File: config.mk
export PLATFORM = sky130hd
export DESIGN_NAME = reg_share_arbiter
export DESIGN_NICKNAME = d
export VERILOG_FILES = /design/src/rtl/reg_share_arbiter_pkg.sv /design/src/rtl/reg_bank_ffd.sv /design/src/rtl/reg_share_arbiter.sv
export SDC_FILE = /design/constraint.sdc
export NUM_CORES = 1
export LEC_CHECK = 0
export ABC_CLOCK_PERIOD_IN_PS = 2200
export BUFFER_PORTS_ARGS = -buffer_cell sky130_fd_sc_hd__buf_2
export CORE_AREA = 2 2 55 109
export DETAILED_ROUTE_END_ITERATION = 12
export DIE_AREA = 0 0 57 111
export GPL_TIMING_DRIVEN = 0
export PLACE_DENSITY_LB_ADDON = 0.05
export RECOVER_POWER = 50
export SLEW_MARGIN = 20
export SYNTH_ARGS = -nofsm -noshare
export SYNTH_HDL_FRONTEND = slang
export SYNTH_HIERARCHICAL = 1
export SYNTH_SLANG_ARGS = --single-unit
File: constraint.sdc
create_clock -name clock -period 2.2 [get_ports clock]
set_input_delay 0.22 -clock clock [delete_from_list [all_inputs] [get_ports clock]]
set_output_delay 0.22 -clock clock [all_outputs]
set_load 0.1 [all_outputs]
File: src/rtl/reg_share_arbiter_pkg.sv
// Shared constants and helpers for the register-sharing arbiter.
package reg_share_arbiter_pkg;

  // Arbiter FSM encodings; kept as plain constants so older tools can use them.
  localparam logic [1:0] ST_IDLE    = 2'b00;
  localparam logic [1:0] ST_GRANT   = 2'b01;
  localparam logic [1:0] ST_RELEASE = 2'b10;

  // Default configuration.
  localparam int DEF_NREQ     = 4;
  localparam int DEF_W        = 8;
  localparam int DEF_MAX_HOLD = 4;

  // Ceiling log2, never less than 1 so that derived vectors are always legal.
  function automatic int clog2(input int value);
    int result;
    result = 0;
    for (int i = 0; i < 31; i++) begin
      if ((32'sd1 <<< i) < value) begin
        result = i + 1;
      end else begin
        result = result;
      end
    end
    return (result < 1) ? 1 : result;
  endfunction

endpackage

File: src/rtl/reg_bank_ffd.sv
// Load-enabled W-bit register bank built from individual D flip-flop cells.
// Each bit recirculates its own output when the load enable is low.

// Single D flip-flop cell with asynchronous active-high clear.
module ffd_cell (
  input  logic clk,
  input  logic rst,
  input  logic d,
  output logic q
);

  logic bit_q;

  // Storage bit: clears immediately on rst, otherwise captures d.
  always_ff @(posedge clk or posedge rst) begin
    if (rst) begin
      bit_q <= 1'b0;
    end else begin
      bit_q <= d;
    end
  end

  assign q = bit_q;

endmodule

module reg_bank_ffd
  import reg_share_arbiter_pkg::*;
#(
  parameter int W = DEF_W
) (
  input  logic         clk,
  input  logic         rst,
  input  logic         en,
  input  logic [W-1:0] d,
  output logic [W-1:0] q
);

  logic [W-1:0] bit_d;

  for (genvar gi = 0; gi < W; gi++) begin : g_bit
    // Enable mux: load new data or hold the current value.
    assign bit_d[gi] = en ? d[gi] : q[gi];

    ffd_cell u_ffd (
      .clk (clk),
      .rst (rst),
      .d   (bit_d[gi]),
      .q   (q[gi])
    );
  end

endmodule

File: src/rtl/reg_share_arbiter.sv
// Round-robin arbiter granting one requester at a time write access to a
// shared W-bit register. Grants are registered one-hot, bounded to MAX_HOLD
// cycles, and separated by a RELEASE cycle plus an IDLE arbitration cycle.
module reg_share_arbiter
  import reg_share_arbiter_pkg::*;
#(
  parameter int NREQ     = DEF_NREQ,
  parameter int W        = DEF_W,
  parameter int MAX_HOLD = DEF_MAX_HOLD
) (
  input  logic                     clock,
  input  logic                     reset_ARB_n,
  input  logic [NREQ-1:0]          req,
  input  logic [NREQ-1:0]          wr,
  input  logic [NREQ*W-1:0]        data_in,
  output logic [NREQ-1:0]          gnt,
  output logic [clog2(NREQ)-1:0]   owner,
  output logic                     busy,
  output logic [W-1:0]             q,
  output logic                     timeout
);

  localparam int OW = clog2(NREQ);
  localparam int HW = clog2(MAX_HOLD + 1);

  logic [1:0]      state_q,   state_d;
  logic [NREQ-1:0] gnt_q,     gnt_d;
  logic [OW-1:0]   owner_q,   owner_d;
  logic [OW-1:0]   ptr_q,     ptr_d;
  logic [HW-1:0]   hold_q,    hold_d;
  logic            busy_q,    busy_d;
  logic            timeout_q, timeout_d;

  logic            pick_valid_s;
  logic [OW-1:0]   pick_s;
  logic [NREQ-1:0] pick_onehot_s;
  logic            owner_req_s;
  logic            owner_wr_s;
  logic [W-1:0]    owner_data_s;
  logic            bank_en_s;
  logic            bank_rst_s;

  // Round-robin search: first active request starting just after the pointer.
  always_comb begin
    pick_valid_s  = 1'b0;
    pick_s        = '0;
    pick_onehot_s = '0;
    for (int off = 1; off <= NREQ; off++) begin
      for (int i = 0; i < NREQ; i++) begin
        if (!pick_valid_s && req[i] && (((int'(ptr_q) + off) % NREQ) == i)) begin
          pick_valid_s     = 1'b1;
          pick_s           = OW'(i);
          pick_onehot_s[i] = 1'b1;
        end else begin
          pick_valid_s = pick_valid_s;
        end
      end
    end
  end

  // Select the current owner's request, write strobe and data lane.
  always_comb begin
    owner_req_s  = 1'b0;
    owner_wr_s   = 1'b0;
    owner_data_s = '0;
    for (int i = 0; i < NREQ; i++) begin
      if (int'(owner_q) == i) begin
        owner_req_s  = req[i];
        owner_wr_s   = wr[i];
        owner_data_s = data_in[i*W +: W];
      end else begin
        owner_req_s = owner_req_s;
      end
    end
  end

  // Only the owner may write, and only while the grant is active.
  always_comb begin
    bank_en_s  = (state_q == ST_GRANT) && owner_wr_s;
    bank_rst_s = ~reset_ARB_n;
  end

  // Arbiter next-state logic: grant, hold-limit, release.
  always_comb begin
    state_d   = state_q;
    gnt_d     = gnt_q;
    owner_d   = owner_q;
    ptr_d     = ptr_q;
    hold_d    = hold_q;
    busy_d    = busy_q;
    timeout_d = timeout_q;
    case (state_q)
      ST_IDLE: begin
        if (pick_valid_s) begin
          state_d   = ST_GRANT;
          gnt_d     = pick_onehot_s;
          owner_d   = pick_s;
          ptr_d     = pick_s;
          hold_d    = '0;
          busy_d    = 1'b1;
          timeout_d = 1'b0;
        end else begin
          state_d = ST_IDLE;
        end
      end
      ST_GRANT: begin
        if (!owner_req_s) begin
          state_d   = ST_RELEASE;
          gnt_d     = '0;
          busy_d    = 1'b0;
          timeout_d = 1'b0;
        end else if (hold_q == HW'(MAX_HOLD - 1)) begin
          // Grant exhausted its budget; revoke it and flag the timeout.
          state_d   = ST_RELEASE;
          gnt_d     = '0;
          busy_d    = 1'b0;
          timeout_d = 1'b1;
        end else begin
          hold_d = hold_q + HW'(1);
        end
      end
      ST_RELEASE: begin
        state_d   = ST_IDLE;
        gnt_d     = '0;
        busy_d    = 1'b0;
        timeout_d = 1'b0;
      end
      default: begin
        state_d   = ST_IDLE;
        gnt_d     = '0;
        busy_d    = 1'b0;
        timeout_d = 1'b0;
        hold_d    = '0;
      end
    endcase
  end

  // Arbiter state registers; ptr resets to the top index so requester 0 wins first.
  always_ff @(posedge clock or negedge reset_ARB_n) begin
    if (!reset_ARB_n) begin
      state_q   <= ST_IDLE;
      gnt_q     <= '0;
      owner_q   <= '0;
      ptr_q     <= OW'(NREQ - 1);
      hold_q    <= '0;
      busy_q    <= 1'b0;
      timeout_q <= 1'b0;
    end else begin
      state_q   <= state_d;
      gnt_q     <= gnt_d;
      owner_q   <= owner_d;
      ptr_q     <= ptr_d;
      hold_q    <= hold_d;
      busy_q    <= busy_d;
      timeout_q <= timeout_d;
    end
  end

  reg_bank_ffd #(
    .W (W)
  ) u_bank (
    .clk (clock),
    .rst (bank_rst_s),
    .en  (bank_en_s),
    .d   (owner_data_s),
    .q   (q)
  );

  assign gnt     = gnt_q;
  assign owner   = owner_q;
  assign busy    = busy_q;
  assign timeout = timeout_q;

endmodule

==> results.json, run 1 <==
{
  "grt_pass1_wl_microns": 5620,
  "worst_slew_pin_slew_ps": 1200,
  "fp.coreArea_sq_um": 5560,
  "crit_path_end_kind": "register",
  "slew_viol_final": 0,
  "rr_worst_depth": 5,
  "cts_tree": "done",
  "fp-row-count": 39,
  "synth-seq-cells": 23,
  "status": "finished clean",
  "reg2reg_to": "u_bank/g_bit[0].u_ffd/q",
  "num_antenna_cells": 0,
  "final_core_util_pct": 33.1,
  "maxCapViolCount": 0,
  "synth.net_count": 161,
  "rsz0062_at_grt": "false",
  "clk_pin_slew_worst_paths_ps": 60,
  "worstPathMaxFanout": 10,
  "hold_violations": 0,
  "nets": 223,
  "rr_startpoint": "owner[0]",
  "cp-endpoint": "u_bank/g_bit[0].u_ffd/q",
  "clock_sinks": 23,
  "synth_edf_count": 0,
  "max_stage_delay_ps": 530,
  "critical_path.top_delay_family": "multiplexers",
  "clockBufferDepth": 2,
  "synthCells": 117,
  "die_h_microns": 111,
  "critPathKind": "reg2reg",
  "fillers": 619,
  "critPathRequiredTime_ps": 2340,
  "worstSetupStartpointType": "register",
  "remaining_drc_errors": 0,
  "place_congestion": 0.703,
  "io_pins": 58,
  "timing.fmax_mhz": 507,
  "port_buffers": 56,
  "grt_use_total_pct": 11.3,
  "synth_area_sq_um": 1400,
  "worst-r2r-setup-slack_ps": 230,
  "layout-drive-gt1-share_pct": 43.8,
  "final_common_cell": "buf_2",
  "cts_root_buf": "clkbuf_16",
  "final_cell_mix": "buf_2, dfrtp_1, clkbuf_1",
  "cp.buffers_inverters": 2,
  "timing.setup.tns_ps": 0,
  "grt_overflow": 0,
  "routed-via-count": 1130,
  "die_x_microns": 57,
  "period_minus_slack_ps": 1970,
  "grt_start_max_net_pins": 17,
  "die_area_sq_um": 6330,
  "numCtsBuffers": 3,
  "syn_to_final_growth_pct": 31.4,
  "startpoint": "owner[0]",
  "drt_wl_total_microns": 3470,
  "dpl.hpwl_microns": 2690,
  "arrival_ps": 2110,
  "ys_types": 37,
  "grt_pass1_vias": 1204,
  "clock_skew_ps": 3.41,
  "crit_chain": "buf_2 -> mux4_2 -> nor2b_1 -> buf_6 -> mux2_4",
  "period_share_pct": 89.7,
  "antenna_found_initial": 0,
  "setup_viol": 0,
  "cts-htree-levels": 1,
  "drt_first_iter_violations": 23,
  "syn_avg_cell_area_sq_um": 12.0,
  "drtAntennaViolNets": 0,
  "wl_per_cell_microns": 14.5,
  "ys_seq_area_share_pct": 41.3,
  "viasPerCell": 4.73,
  "cp_slowest_cell": "mux4_2",
  "clkLatencyLatePin_ps": 260,
  "hold_path_class": "in2reg",
  "synth-warning-count": 6,
  "cp.depth": 5,
  "max_slew_margin_pct": 20.6,
  "async_flop_share_pct": 100,
  "synthFlopType": "dfrtp_1",
  "dr.pass1.iters": 4,
  "start_util_pct": 25.2
}
how the worst min path moves through the flow:
stage,startpoint,endpoint,slack [ps],depth (start not counted)
5_1_grt,req[0],gnt[0],300,3
6_report,req[1],ptr_q[0],290,3
4_1_cts,req[0],gnt[0],290,3
3_3_place_gp,reset_ARB_n,timeout,170,1
3_5_place_dp,reset_ARB_n,timeout,180,1
2_1_floorplan,reset_ARB_n,busy,-80,0
area by class of cell:
type | count | area [sq um] | area share (%)
well taps | 61 | 76.3 | 4.15
multi-input cells | 76 | 738 | 40.1
clock buffers | 4 | 78.8 | 4.29
plain buffers | 7 | 42.5 | 2.31
flip-flops and latches | 23 | 583 | 31.7
inverters | 11 | 41.3 | 2.24
repair buffers | 57 | 279 | 15.2
logic make-up after synthesis:
family / Yosys count / share of synthesized area (%)
buffers and inverters: 18 / 5.99
adders and majority gates: 2 / 1.79
and+or+nand+nor: 28 / 12.1
xor gates and xnor gates: 1 / 0.626
muxes: 18 / 24.7
DFF: 23 / 41.3
AOI/OAI and AO/OA: 27 / 13.6
repair_timing:
item,4_1_cts,5_1_grt
setup buffers,0,0
endpoints found under the hold margin,13,0
hold buffers,1,0
gates resized for setup,0,0
endpoints found under the setup margin,0,0
cell usage after synthesis (2+ instances only):
cell type	number	area, sq um
nor2b_1	6	37.5
o21ai_0	4	20.0
nand2b_1	2	12.5
nor2_1	7	26.3
dfstp_2	2	52.6
o221ai_1	2	17.5
mux2_4	8	120
a21oi_1	6	30.0
dfrtp_1	21	526
buf_6	2	22.5
o21a_1	2	15.0
a21o_1	2	15.0
inv_1	11	41.3
clkbuf_1	4	15.0
o2bb2ai_1	3	26.3
or3_1	2	12.5
o211ai_1	2	15.0
nand2_1	2	7.51
mux4_2	10	225
ha_1	2	25.0
routing by layer:
layer  wire [microns]  track usage [%]
met2             1870             18.9
met4               40             4.19
met3              128             1.98
met1             1430             14.2
met5                0                0
state kept, by name, indices dropped and copies added (netlist names):
name	flops
timeout	1
u_bank/g_bit.u_ffd/q	8
state_q	2
busy	1
gnt	4
owner	2
ptr_q	2
hold_q	3
per-stage QoR:
step           hold WS, ps  setup WS [ps]  cells  instance area (sq um)
2_1_floorplan        -75.6           51.9    117                   1410
3_3_place_gp           173            194    234                   1760
3_5_place_dp           175            202    234                   1760
4_1_cts                288            191    239                   1850
5_1_grt                300            103    239                   1840
6_report               290            227    239                   1840
worst register-to-register path, cell delays in order (launching register included):
cell and delay (ps):
dfrtp_4 420, buf_2 310, mux4_2 530, nor2b_1 150, buf_6 150, mux2_4 300
Power of run 1 is left out: the tool's default activity adds up to more than one toggle a clock period on the data nets, which glitch-free logic cannot reach.
==> inputs of run 2 (changes only) <==
Settings changed: CORE_AREA 2 2 55 109 to 2 2 77 79, DIE_AREA 0 0 57 111 to 0 0 79 81.
==> run 2 against run 1 <==
Fmax down 3.7%; final area down 0.82%; sequential share of layout area up 0.26 points; clock skew up 3.0 ps; flip-flop and latch count unchanged; final cell count up 5.9%; critical endpoint is now u_bank/g_bit[4].u_ffd/q.
==> results.json, run 2 (synthesized netlist as in run 1, its figures left out) <==
{
  "timing.setup.tns_ps": 0,
  "grt_use_total_pct": 11.6,
  "num_antenna_cells": 0,
  "max_stage_delay_ps": 560,
  "rr_worst_depth": 5,
  "grt_pass1_vias": 1223,
  "fp.coreArea_sq_um": 5680,
  "setup_viol": 0,
  "arrival_ps": 2200,
  "period_minus_slack_ps": 2050,
  "layout-drive-gt1-share_pct": 44.4,
  "numCtsBuffers": 3,
  "critical_path.top_delay_family": "multiplexers",
  "cts-htree-levels": 1,
  "crit_chain": "buf_2 -> mux4_2 -> nor2b_1 -> buf_6 -> mux2_4",
  "die_area_sq_um": 6400,
  "drt_first_iter_violations": 30,
  "grt_pass1_wl_microns": 5750,
  "io_pins": 58,
  "post_cts_resized": 0,
  "fp-row-count": 28,
  "drt_wl_total_microns": 3620,
  "dpl.hpwl_microns": 2790,
  "port_buffers": 56,
  "grt_start_max_net_pins": 17,
  "clk_pin_slew_worst_paths_ps": 90,
  "nets": 223,
  "drtAntennaViolNets": 0,
  "min_path_cells": 3,
  "cts_tree": "done",
  "slew_viol_final": 0,
  "cp.depth": 5,
  "hold_violations": 0,
  "worstSetupStartpointType": "register",
  "rsz0062_at_grt": "false",
  "hold_path_class": "in2reg",
  "timing.fmax_mhz": 488,
  "largest_reg_flops": 8,
  "crit_path_end_kind": "register",
  "dr.pass1.iters": 4,
  "clock_sinks": 23,
  "wl_per_cell_microns": 14.3,
  "remaining_drc_errors": 0,
  "worstPathMaxFanout": 10,
  "routed-via-count": 1163,
  "maxCapViolCount": 0,
  "cts_root_buf": "clkbuf_8",
  "period_share_pct": 93.2,
  "clock_skew_ps": 6.37,
  "cp_slowest_cell": "mux4_2",
  "cp.buffers_inverters": 2,
  "max_slew_margin_pct": 21.0,
  "final_cell_mix": "buf_2, dfrtp_1, clkbuf_1",
  "die_h_microns": 81,
  "place_congestion": 0.711,
  "final_common_cell": "buf_2",
  "worst_slew_pin_slew_ps": 1190,
  "viasPerCell": 4.60,
  "antenna_found_initial": 0,
  "critPathKind": "reg2reg",
  "fillers": 605,
  "hold_slack_ps": 302,
  "syn_to_final_growth_pct": 30.3,
  "critPathRequiredTime_ps": 2350,
  "clockBufferDepth": 2,
  "start_util_pct": 24.7,
  "grt_overflow": 0,
  "die_x_microns": 79,
  "status": "finished clean",
  "clkLatencyLatePin_ps": 260
}
[run 2: changes by cell type in the layout (fill, tap and decap cells not counted), sizes merged]
cell | previous run | this run
clkinv | 0 | 1
clkbuf | 17 | 16
[run 2: what timing repair did]
item | in CTS | in global routing
setup buffers | 0 | 0
hold endpoints to repair | 13 | 0
endpoints found under the setup margin | 0 | 0
hold buffers | 1 | 0
[run 2: final timing paths]
kind | startpoint | endpoint | slack (ps)
setup reg to reg | owner[0] | u_bank/g_bit[4].u_ffd/q | 150
hold / removal | req[0] | gnt[0] | 300
min in group asynchronous | reset_ARB_n | gnt[3] | 600
max in group asynchronous | reset_ARB_n | u_bank/g_bit[1].u_ffd/q | 800
hold reg to reg | gnt[0] | gnt[0] | 490
setup / recovery | owner[0] | u_bank/g_bit[4].u_ffd/q | 150
[run 2: final cells by class]
| cell class | instances | area (sq um) | share of cell area [%] |
|---|---|---|---|
| tap | 75 | 93.8 | 5.14 |
| clock buffer | 3 | 41.3 | 2.26 |
| clock inverter | 1 | 5.00 | 0.274 |
| multi-input combinational | 76 | 738 | 40.5 |
| timing repair buffer | 57 | 279 | 15.3 |
| inverter | 11 | 41.3 | 2.26 |
| buffer | 7 | 42.5 | 2.33 |
| sequential | 23 | 583 | 32.0 |
[run 2: routing by layer]
| layer | share of wire [%] | vias to the layer above | GRT usage (%) | routed length, microns |
|---|---|---|---|---|
| li1 | - | 558 | - | - |
| met1 | 45 | 556 | 13.8 | 1620 |
| met2 | 48 | 47 | 21.0 | 1730 |
| met3 | 6.6 | 2 | 2.56 | 240 |
| met4 | 0.77 | 0 | 3.28 | 28 |
| met5 | 0 | - | 0 | 0 |
[run 2: through the flow]
stage / worst slack [ps] / utilization (%) / std cells / cell area (sq um)
floorplan: 51.9 / - / 117 / 1410
global placement: 156 / 31.3 / 248 / 1780
detailed placement: 147 / 31.3 / 248 / 1780
CTS: 115 / 32.3 / 253 / 1840
global route: 31.1 / 32.1 / 253 / 1820
finish: 150 / 32.1 / 253 / 1820
[run 2: worst reg2reg max path, cell delays in order, from the launching register on]
cell	delay [ps]
dfrtp_4	430
buf_2	320
mux4_2	570
nor2b_1	150
buf_6	150
mux2_4	300
Power of run 2 is left out for the same reason.
==> inputs of run 3 (changes only) <==
Settings changed: REMOVE_ABC_BUFFERS set to 1.
==> run 3 against run 2 <==
Routed wire length shrank 6.8%; hold slack got worse by 14 ps; register-to-register slack improved by 80 ps; critical path depth fell by 1; count of clock-buffer cells in the layout unchanged; global-route usage down 0.77 points; die area stayed put; utilization is 0.68 points lower; non-clock buffer count shrank 6; via count fell by 2.8%; sequential share of layout area rose by 0.48 points; setup slack better by 79 ps; critical path type unchanged.
==> results.json, run 3 (synthesized netlist as in run 1, its figures left out) <==
{
  "final_cell_mix": "buf_2, dfrtp_1, inv_1",
  "viasPerCell": 4.58,
  "final_common_cell": "buf_2",
  "die_x_microns": 79,
  "maxCapViolCount": 0,
  "worstPathMaxFanout": 12,
  "clock_skew_ps": 2.95,
  "setup_viol": 0,
  "cts_root_buf": "clkbuf_8",
  "arrival_ps": 2140,
  "crit_chain": "mux4_2 -> nor2b_4 -> or4_1 -> o311ai_1",
  "post_cts_buffers": 0,
  "clkLatencyLatePin_ps": 260,
  "critPathRequiredTime_ps": 2360,
  "cp_slowest_cell": "mux4_2",
  "worst-r2r-setup-slack_ps": 230,
  "final_core_util_pct": 31.5,
  "period_share_pct": 89.6,
  "use_met3_pct": 3.22,
  "largest_reg_flops": 8,
  "num_antenna_cells": 0,
  "drtAntennaViolNets": 0,
  "nets": 217,
  "die_area_sq_um": 6400,
  "antenna_found_initial": 0,
  "period_minus_slack_ps": 1970,
  "start_util_pct": 24.7,
  "slew_viol_final": 0,
  "max_stage_delay_ps": 610,
  "rsz0062_at_grt": "false",
  "max_slew_margin_pct": 21.8,
  "grt_overflow": 0,
  "worstSetupStartpointType": "register",
  "io_pins": 58,
  "place_congestion": 0.711,
  "syn_to_final_growth_pct": 27.5,
  "wl_per_cell_microns": 13.7,
  "grt_start_max_net_pins": 17,
  "grt_use_total_pct": 10.8,
  "fp.coreArea_sq_um": 5680,
  "numCtsBuffers": 3,
  "hold_violations": 0,
  "critical_path.top_delay_family": "multiplexers",
  "cts_tree": "done",
  "layout-drive-gt1-share_pct": 44.8,
  "grt-busiest-layer": "met2",
  "grt_pass1_wl_microns": 5350,
  "port_buffers": 57,
  "clock_sinks": 23,
  "timing.fmax_mhz": 507,
  "die_h_microns": 81,
  "fp-row-count": 28,
  "remaining_drc_errors": 0,
  "critPathKind": "reg2reg",
  "use_met1_pct": 13.9,
  "dr.pass1.iters": 4,
  "grt_pass1_vias": 1075,
  "routed-via-count": 1131,
  "use_met2_pct": 17.5,
  "hold_path_class": "in2reg",
  "status": "finished clean",
  "clk_pin_slew_worst_paths_ps": 80,
  "drt_wl_total_microns": 3370,
  "crit_path_end_kind": "register",
  "cts-htree-levels": 1,
  "drt_first_iter_violations": 57,
  "clockBufferDepth": 2,
  "worst_slew_pin_slew_ps": 1180,
  "cp.buffers_inverters": 0,
  "dpl.hpwl_microns": 2570
}
[run 3: cell count changes in the layout (fill, tap and decap cells not counted), sizes merged]
cell | before | now
clkbuf | 16 | 12
buf | 50 | 48
[run 3: layout make-up]
cell class | instances | area [sq um]
sequential | 23 | 579
timing repair buffer | 58 | 284
multi-input combinational | 76 | 741
clock inverter | 1 | 5.00
tap | 75 | 93.8
inverter | 11 | 41.3
fill | 611 | 3890
clock buffer | 3 | 41.3
[run 3: per-layer routing]
layer / share of wire [%] / vias to the layer above
met5: 0 / -
met4: 0.77 / 0
met3: 7.6 / 2
met2: 46 / 41
met1: 46 / 544
li1: - / 544
[run 3: final timing paths]
check,startpoint,end,cells past startpoint
worst min register to register,busy,busy,1
min in group asynchronous,reset_ARB_n,timeout,2
worst max-delay path,owner[0],hold_q[2],4
worst min-delay path,req[1],ptr_q[0],3
max in group asynchronous,reset_ARB_n,u_bank/g_bit[5].u_ffd/q,4
worst max register to register,owner[0],hold_q[2],4
[run 3: worst min-delay path: cells and delay by family]
kind,cells,cell delay (ps)
buffers and inverters,1,140
and+or+nand+nor,1,110
AOI/OAI and AO/OA,1,80
[run 3: metrics by stage]
step           hold WS (ps)  cell area (sq um)  setup TNS, ps  instances  setup slack [ps]
3_5_place_dp            162               1740          -2420        242              -299
3_3_place_gp            161               1740          -2220        242              -278
5_1_grt                 296               1790              0        247               111
4_1_cts                 283               1800              0        247               181
6_report                289               1790              0        247               229
2_1_floorplan         -75.6               1360          -5980        110              -525
[run 3: timing repair]
| action | CTS | global route |
|---|---|---|
| setup endpoints to repair | 9 | 0 |
| hold buffers | 1 | 0 |
| hold endpoints to repair | 13 | 0 |
| gates resized for setup | 2 | 0 |
Power of run 3 is left out for the same reason.
